$ cat src/rtl/dcache_ctrl_if.sv
// dcache_ctrl_if -- bundles the two sides of the data-cache controller.
//
//   Pipeline side : memread, memwrite, f3, addr, wdata  (to cache)
//                   rdata, memhazard                    (from cache)
//   Memory side   : mem_req, mem_we, mem_addr,
//                   mem_wdata, mem_wstrb                (from cache)
//                   mem_rdata, mem_ack                  (to cache)
//
//   slave  : the cache controller's view
//   master : the environment's view (pipeline + backing memory)
interface dcache_ctrl_if;
    logic        memread;
    logic        memwrite;
    logic [2:0]  f3;
    logic [31:0] addr;
    logic [31:0] wdata;
    logic [31:0] rdata;
    logic        memhazard;

    logic        mem_req;
    logic        mem_we;
    logic [31:0] mem_addr;
    logic [31:0] mem_wdata;
    logic [3:0]  mem_wstrb;
    logic [31:0] mem_rdata;
    logic        mem_ack;

    modport slave (
        input  memread, memwrite, f3, addr, wdata, mem_rdata, mem_ack,
        output rdata, memhazard, mem_req, mem_we, mem_addr, mem_wdata, mem_wstrb
    );

    modport master (
        output memread, memwrite, f3, addr, wdata, mem_rdata, mem_ack,
        input  rdata, memhazard, mem_req, mem_we, mem_addr, mem_wdata, mem_wstrb
    );
endinterface

$ cat src/rtl/dcache_ctrl.sv
// dcache_ctrl -- 16-line direct-mapped, one-word-per-line data cache
// controller, write-through / no-write-allocate.
//
// Ports:
//   clk  : clock, all state on rising edge
//   rst  : synchronous active-high reset
//   bus  : dcache_ctrl_if.slave (pipeline request/result and backing memory
//          request/ack signals, see the interface file)
//
// Lines are indexed by addr[5:2] and tagged with addr[31:6]. Load hits
// return data combinationally with no stall. Misses and all stores stall the
// pipeline through memhazard until the memory acks.
//
// state | meaning
// ------+--------------------------------------------------------------
// IDLE  | no transaction; hits served combinationally
// RMISS | read request outstanding, fill line on ack
// WRITE | write-through request outstanding, merge into line on hit
// DONE  | one cycle of release; pipeline takes the result, no request
module dcache_ctrl (
    input  logic          clk,
    input  logic          rst,
    dcache_ctrl_if.slave  bus
);

    typedef enum logic [1:0] {
        IDLE  = 2'd0,
        RMISS = 2'd1,
        WRITE = 2'd2,
        DONE  = 2'd3
    } state_t;

    state_t state, state_nxt;

    logic [31:0] line_data  [16];
    logic [25:0] line_tag   [16];
    logic [15:0] line_valid;

    logic [3:0]  idx;
    logic        hit;
    logic [3:0]  m_idx;
    logic        m_hit;
    logic        ack_take;
    logic        start_rd;
    logic        start_wr;

    logic [3:0]  st_wstrb;
    logic [31:0] st_wdata;

    logic [31:0] rd_word;
    logic [7:0]  rd_byte;
    logic [15:0] rd_half;

    assign idx = bus.addr[5:2];
    assign hit = line_valid[idx] && (line_tag[idx] == bus.addr[31:6]);

    // Fill/merge uses the registered request address, which is held stable
    // for the whole transaction.
    assign m_idx = bus.mem_addr[5:2];
    assign m_hit = line_valid[m_idx] && (line_tag[m_idx] == bus.mem_addr[31:6]);

    // An ack only counts while a request is outstanding.
    assign ack_take = bus.mem_req && bus.mem_ack;

    // Store lane formatting.
    always_comb begin
        st_wstrb = 4'b1111;
        st_wdata = bus.wdata;
        case (bus.f3)
            3'b000: begin
                st_wstrb = 4'b0001 << bus.addr[1:0];
                st_wdata = {4{bus.wdata[7:0]}};
            end
            3'b001: begin
                st_wstrb = 4'b0011 << {bus.addr[1], 1'b0};
                st_wdata = {2{bus.wdata[15:0]}};
            end
            default: begin
                st_wstrb = 4'b1111;
                st_wdata = bus.wdata;
            end
        endcase
    end

    // Load extraction and extension.
    always_comb begin
        rd_word = line_data[idx];
        case (bus.addr[1:0])
            2'd0:    rd_byte = rd_word[7:0];
            2'd1:    rd_byte = rd_word[15:8];
            2'd2:    rd_byte = rd_word[23:16];
            default: rd_byte = rd_word[31:24];
        endcase
        rd_half = bus.addr[1] ? rd_word[31:16] : rd_word[15:0];
        case (bus.f3)
            3'b000:  bus.rdata = {{24{rd_byte[7]}}, rd_byte};
            3'b001:  bus.rdata = {{16{rd_half[15]}}, rd_half};
            3'b100:  bus.rdata = {24'd0, rd_byte};
            3'b101:  bus.rdata = {16'd0, rd_half};
            default: bus.rdata = rd_word;
        endcase
    end

    always_ff @(posedge clk) begin
        if (rst) begin
            state <= IDLE;
        end else begin
            state <= state_nxt;
        end
    end

    // A store wins over a simultaneous load.
    always_comb begin
        state_nxt     = state;
        bus.memhazard = 1'b0;
        start_rd      = 1'b0;
        start_wr      = 1'b0;
        case (state)
            IDLE: begin
                if (bus.memwrite) begin
                    bus.memhazard = 1'b1;
                    start_wr      = 1'b1;
                    state_nxt     = WRITE;
                end else if (bus.memread && !hit) begin
                    bus.memhazard = 1'b1;
                    start_rd      = 1'b1;
                    state_nxt     = RMISS;
                end
            end
            RMISS: begin
                bus.memhazard = 1'b1;
                if (ack_take) begin
                    state_nxt = DONE;
                end
            end
            WRITE: begin
                bus.memhazard = 1'b1;
                if (ack_take) begin
                    state_nxt = DONE;
                end
            end
            DONE: begin
                state_nxt = IDLE;
            end
            default: begin
                state_nxt = IDLE;
            end
        endcase
    end

    // Memory request registers: loaded on the edge that leaves IDLE, so the
    // request is visible in the first RMISS/WRITE cycle and held until ack.
    always_ff @(posedge clk) begin
        if (rst) begin
            bus.mem_req   <= 1'b0;
            bus.mem_we    <= 1'b0;
            bus.mem_addr  <= '0;
            bus.mem_wdata <= '0;
            bus.mem_wstrb <= '0;
        end else if (start_rd || start_wr) begin
            bus.mem_req   <= 1'b1;
            bus.mem_we    <= start_wr;
            bus.mem_addr  <= {bus.addr[31:2], 2'b00};
            bus.mem_wdata <= start_wr ? st_wdata : 32'd0;
            bus.mem_wstrb <= start_wr ? st_wstrb : 4'd0;
        end else if (ack_take) begin
            bus.mem_req <= 1'b0;
            bus.mem_we  <= 1'b0;
        end
    end

    always_ff @(posedge clk) begin
        if (rst) begin
            line_valid <= '0;
        end else if (ack_take && state == RMISS) begin
            line_valid[m_idx] <= 1'b1;
        end
    end

    // Data and tag arrays carry no reset; valid bits guard them.
    always_ff @(posedge clk) begin
        if (!rst && ack_take) begin
            if (state == RMISS) begin
                line_data[m_idx] <= bus.mem_rdata;
                line_tag[m_idx]  <= bus.mem_addr[31:6];
            end else if (state == WRITE && m_hit) begin
                for (int b = 0; b < 4; b++) begin
                    if (bus.mem_wstrb[b]) begin
                        line_data[m_idx][8*b +: 8] <= bus.mem_wdata[8*b +: 8];
                    end
                end
            end
        end
    end

endmodule
$ cat src/flat_wrapper.sv
// flat-port wrapper written by rule: the top's interface ports become plain ports
module dcache_ctrl_flat 
  (clk, rst, bus_memread, bus_memwrite, bus_f3, bus_addr, bus_wdata, bus_mem_rdata, bus_mem_ack, bus_rdata, bus_memhazard, bus_mem_req, bus_mem_we, bus_mem_addr, bus_mem_wdata, bus_mem_wstrb);
  dcache_ctrl_if bus_i ();
  input  logic clk;
  input  logic rst;
  input wire logic [$bits(bus_i.memread)-1:0] bus_memread;
  input wire logic [$bits(bus_i.memwrite)-1:0] bus_memwrite;
  input wire logic [$bits(bus_i.f3)-1:0] bus_f3;
  input wire logic [$bits(bus_i.addr)-1:0] bus_addr;
  input wire logic [$bits(bus_i.wdata)-1:0] bus_wdata;
  input wire logic [$bits(bus_i.mem_rdata)-1:0] bus_mem_rdata;
  input wire logic [$bits(bus_i.mem_ack)-1:0] bus_mem_ack;
  output wire logic [$bits(bus_i.rdata)-1:0] bus_rdata;
  output wire logic [$bits(bus_i.memhazard)-1:0] bus_memhazard;
  output wire logic [$bits(bus_i.mem_req)-1:0] bus_mem_req;
  output wire logic [$bits(bus_i.mem_we)-1:0] bus_mem_we;
  output wire logic [$bits(bus_i.mem_addr)-1:0] bus_mem_addr;
  output wire logic [$bits(bus_i.mem_wdata)-1:0] bus_mem_wdata;
  output wire logic [$bits(bus_i.mem_wstrb)-1:0] bus_mem_wstrb;
  assign bus_i.memread = bus_memread;
  assign bus_i.memwrite = bus_memwrite;
  assign bus_i.f3 = bus_f3;
  assign bus_i.addr = bus_addr;
  assign bus_i.wdata = bus_wdata;
  assign bus_i.mem_rdata = bus_mem_rdata;
  assign bus_i.mem_ack = bus_mem_ack;
  assign bus_rdata = bus_i.rdata;
  assign bus_memhazard = bus_i.memhazard;
  assign bus_mem_req = bus_i.mem_req;
  assign bus_mem_we = bus_i.mem_we;
  assign bus_mem_addr = bus_i.mem_addr;
  assign bus_mem_wdata = bus_i.mem_wdata;
  assign bus_mem_wstrb = bus_i.mem_wstrb;
  dcache_ctrl u_core (.clk(clk), .rst(rst), .bus(bus_i));
endmodule
$ cat config.mk
export PLATFORM = sky130hd
export DESIGN_NAME = dcache_ctrl_flat
export DESIGN_NICKNAME = d
export VERILOG_FILES = /design/src/rtl/dcache_ctrl_if.sv /design/src/rtl/dcache_ctrl.sv /design/src/flat_wrapper.sv
export SDC_FILE = /design/constraint.sdc
export NUM_CORES = 1
export LEC_CHECK = 0
export BUFFER_PORTS_ARGS = -buffer_cell sky130_fd_sc_hd__buf_2
export CAP_MARGIN = 0
export CORE_ASPECT_RATIO = 0.6
export CORE_UTILIZATION = 40
export DETAILED_ROUTE_END_ITERATION = 10
export PLACE_DENSITY = 0.62
export SLEW_MARGIN = 25
export SYNTH_ARGS = -nofsm -noshare
export SYNTH_HDL_FRONTEND = slang
export SYNTH_SLANG_ARGS = --single-unit
$ cat constraint.sdc
create_clock -name clk -period 8.1 [get_ports clk]
set_input_delay 0.81 -clock clk [delete_from_list [all_inputs] [get_ports clk]]
set_output_delay 0.81 -clock clk [all_outputs]
set_load 0.01 [all_outputs]
==> impl_metrics.toml <==
[finish]
syn_to_final_growth_pct = 13.6
nets = 2657
multiInputGateArea_um2 = 13900
nFillCells = 8997
drive_gt1_share_pct = 31.1
final_cell_mix = "edfxtp_1 (928), mux4_2 (365), buf_2 (201)"
final_area_um2 = 50200
final_common_cell = "edfxtp_1"
seq_area_um2 = 29700
stdcell_count = 4108

[route]
via_per_inst = 6.16
drt-total-wl_mm = 130
antenna_left = 0
drc = 0
dr.pass1.iters = 6
wl_per_cell_um = 31.7
via_count = 25300
drt_iter0_drc = 3448

[sta]
timing_hold_violations_final = 0
fin_tns_setup_ns = 0
max_slew_margin_pct = 25.0
finalCritPeriodShare_pct = 77.9
rsz0062_at_grt = "false"
fin_skew_ns = 0.0257
setup_viol = 0
fmax_mhz = 159
hold_slack_ns = 0.396
worst-slew-pin-transition_ns = 1.12
slew_viol_final = 0
period_minus_slack_ns = 6.31

[die]
coreArea_um2 = 108000
initial_core_util_pct = 40.8
num_rows = 93
die-area_um2 = 112000
dieHeight_um = 259
io_pins = 207
chipWidth_um = 431

[yosys]
synthArstFlopShare_pct = 0
ys_ff_latch = 1018
ys.flop_type = "edfxtp_1"
syn_area_um2 = 44200
yosysSeqAreaShare_pct = 67.2
synthCells = 2355
synth_edf_count = 928
yosysUniqueCellTypes = 63
synth_warnings = 0
avgSynthCellArea_um2 = 18.8

[setup_path]
ff2ff_setup_slack_ns = 1.95
path_class = "in -> out"
worstSetupEndpointType = "primary output"
cp_slowest_cell = "a2111oi_1"
crit_top_cell = "nand3_1"
critPathBufInv = 3
worstPathMaxFanout = 55
path_cells = "buf_8 > buf_4 > mux4_2 > mux2i_1 > xor2_1 > nand3_1 > o31a_1 > a2111oi_1 > nand3_1 > and3_4 > o21ba_1 > buf_2"
critical_path_required_ns = 7.29
crit_family = "compound AO/OA/AOI/OAI gates"
cp_data_arrival_time_ns = 5.50
cpPeakStageDelay_ns = 0.99
start_kind = "input pin"

[cts]
clkSinkCount = 1018
clkLatencyLatePin_ns = 0.69
path_clk_slew_ns = 0.07
hold_buffers = 0
cts-root-buf = "clkbuf_16"
cts-buffers-inserted = 97
htree_levels = 3
clockBufferDepth = 3
cts_tree = "built"
cts_resized = 0
cts_setup_buffers = 0

[placed_design]
place.gp.congestion = 0.919
dp.cells = 3921
io_buffer_count = 204
dpl_cell_area_um2 = 46900
hpwl_mm = 84.0

[grt]
overflow = 0
grt_pass1_vias = 24600
grt_max_degree = 95
antenna_found_initial = 7
track_usage_pct = 23.1
grt_pass1_wl_mm = 185

[pwr]
p_leak_nw = 16.4
power_w = 0.0128
power.density_nw_per_um2 = 255
internal_power_w = 0.00938
irDropWorstVdd_v = 0.000166
p_seq_share_pct = 49.1
combPwrFrac_pct = 14.3
p_sw_w = 0.00342
p_clk_share_pct = 36.6
swShare_pct = 26.7

[status]
outcome = "finished clean"

[flow_run]
drv_cap = 0

[hold_path]
hold_class = "in -> reg"
through the flow:
stage / setup slack [ns] / util (%)
after floorplan: 3.06 / -
after CTS: 1.83 / 46.3
after global placement: 1.56 / 43.3
final: 1.79 / 46.3
after detailed placement: 1.86 / 43.3
after global routing: 1.71 / 46.3
power by group through the flow:
stage	Combinational, W	Clock [W]	Sequential, W
2_1_floorplan	0.00117	0	0.00625
3_3_place_gp	0.00180	0	0.00637
3_5_place_dp	0.00182	0	0.00640
4_1_cts	0.00183	0.00474	0.00628
5_1_grt	0.00192	0.00492	0.00631
6_report	0.00184	0.00468	0.00628
registers in the layout (all words and copies together) (netlist names), 2 cells and up, named ones only:
register / cells
u_core.bus.mem_addr: 30
u_core.bus.mem_wdata: 32
u_core.bus.mem_wstrb: 4
u_core.line_data: 512
u_core.line_tag: 416
u_core.line_valid: 16
u_core.state: 2
metal layers:
metal | vias up | global-route usage [%] | share of wire (%)
li1 | 10100 | - | -
met3 | 208 | 5.38 | 10
met5 | - | 0 | 0.021
met1 | 13500 | 34.9 | 43
met2 | 1561 | 33.5 | 44
met4 | 4 | 6.45 | 2.9
synthesized netlist by cell type (all sizes together), types with 7 or more instances:
master	number	area share [%]
nand4	11	0.17
xnor2	35	0.69
dfxtp	90	4.1
a22o	8	0.16
nor2	98	0.86
a221oi	16	0.32
buf	87	0.94
inv	33	0.28
mux2i	155	3.5
a21o	33	0.56
xor2	27	0.54
o32ai	24	0.48
nor4	7	0.24
edfxtp	928	63
mux4	365	19
a22oi	12	0.20
o21ai	41	0.46
a21oi	18	0.20
nor2b	16	0.23
clkbuf	67	0.57
o22ai	10	0.14
nand2	153	1.3
nand3	19	0.22
mux2	42	1.1
path summary, 6_finish.rpt:
path              cells past startpoint         startpoint                  endpoint
setup / recovery                     12        bus_addr[2]             bus_memhazard
hold / removal                        3      bus_wdata[20]  u_core.bus.mem_wdata[20]
hold reg to reg                       2  u_core.bus.mem_we         u_core.bus.mem_we
setup reg to reg                      9           register   u_core.line_data[11][5]
final cells by class:
class                   instances  share of cell area (%)
clock inverters                56                    1.23
repair buffers                247                    2.83
clock buffers                 127                    5.24
well taps                    1472                    3.67
diodes                          4                  0.0199
multi-input cells            1151                    27.6
flip-flops and latches       1018                    59.1
inverters                      33                   0.257
worst reg2reg max path, delay by kind of cell (launching register included):
| kind | cells | cell delay [ns] |
|---|---|---|
| muxes | 2 | 1.13 |
| buffers and inverters | 1 | 0.38 |
| DFF | 1 | 0.62 |
| and+or+nand+nor | 5 | 3.44 |
| xor gates and xnor gates | 1 | 0.20 |
cells by family (layout without fill, tap and decap cells):
kind of cell             count (synthesis)  count (layout)  share of synthesized area (%)
AO/OA/AOI/OAI                          193             193                           3.13
buffers and inverters                  187             463                           1.79
other                                    1               6                        0.00849
flip-flops                            1018            1018                           67.2
adder cells (fa/ha/maj)                  5               5                          0.142
AND/OR/NAND/NOR                        327             327                           3.33
XOR/XNOR                                62              62                           1.23
multiplexers                           562             562                           23.2
Power figures use the tool's default switching activity.
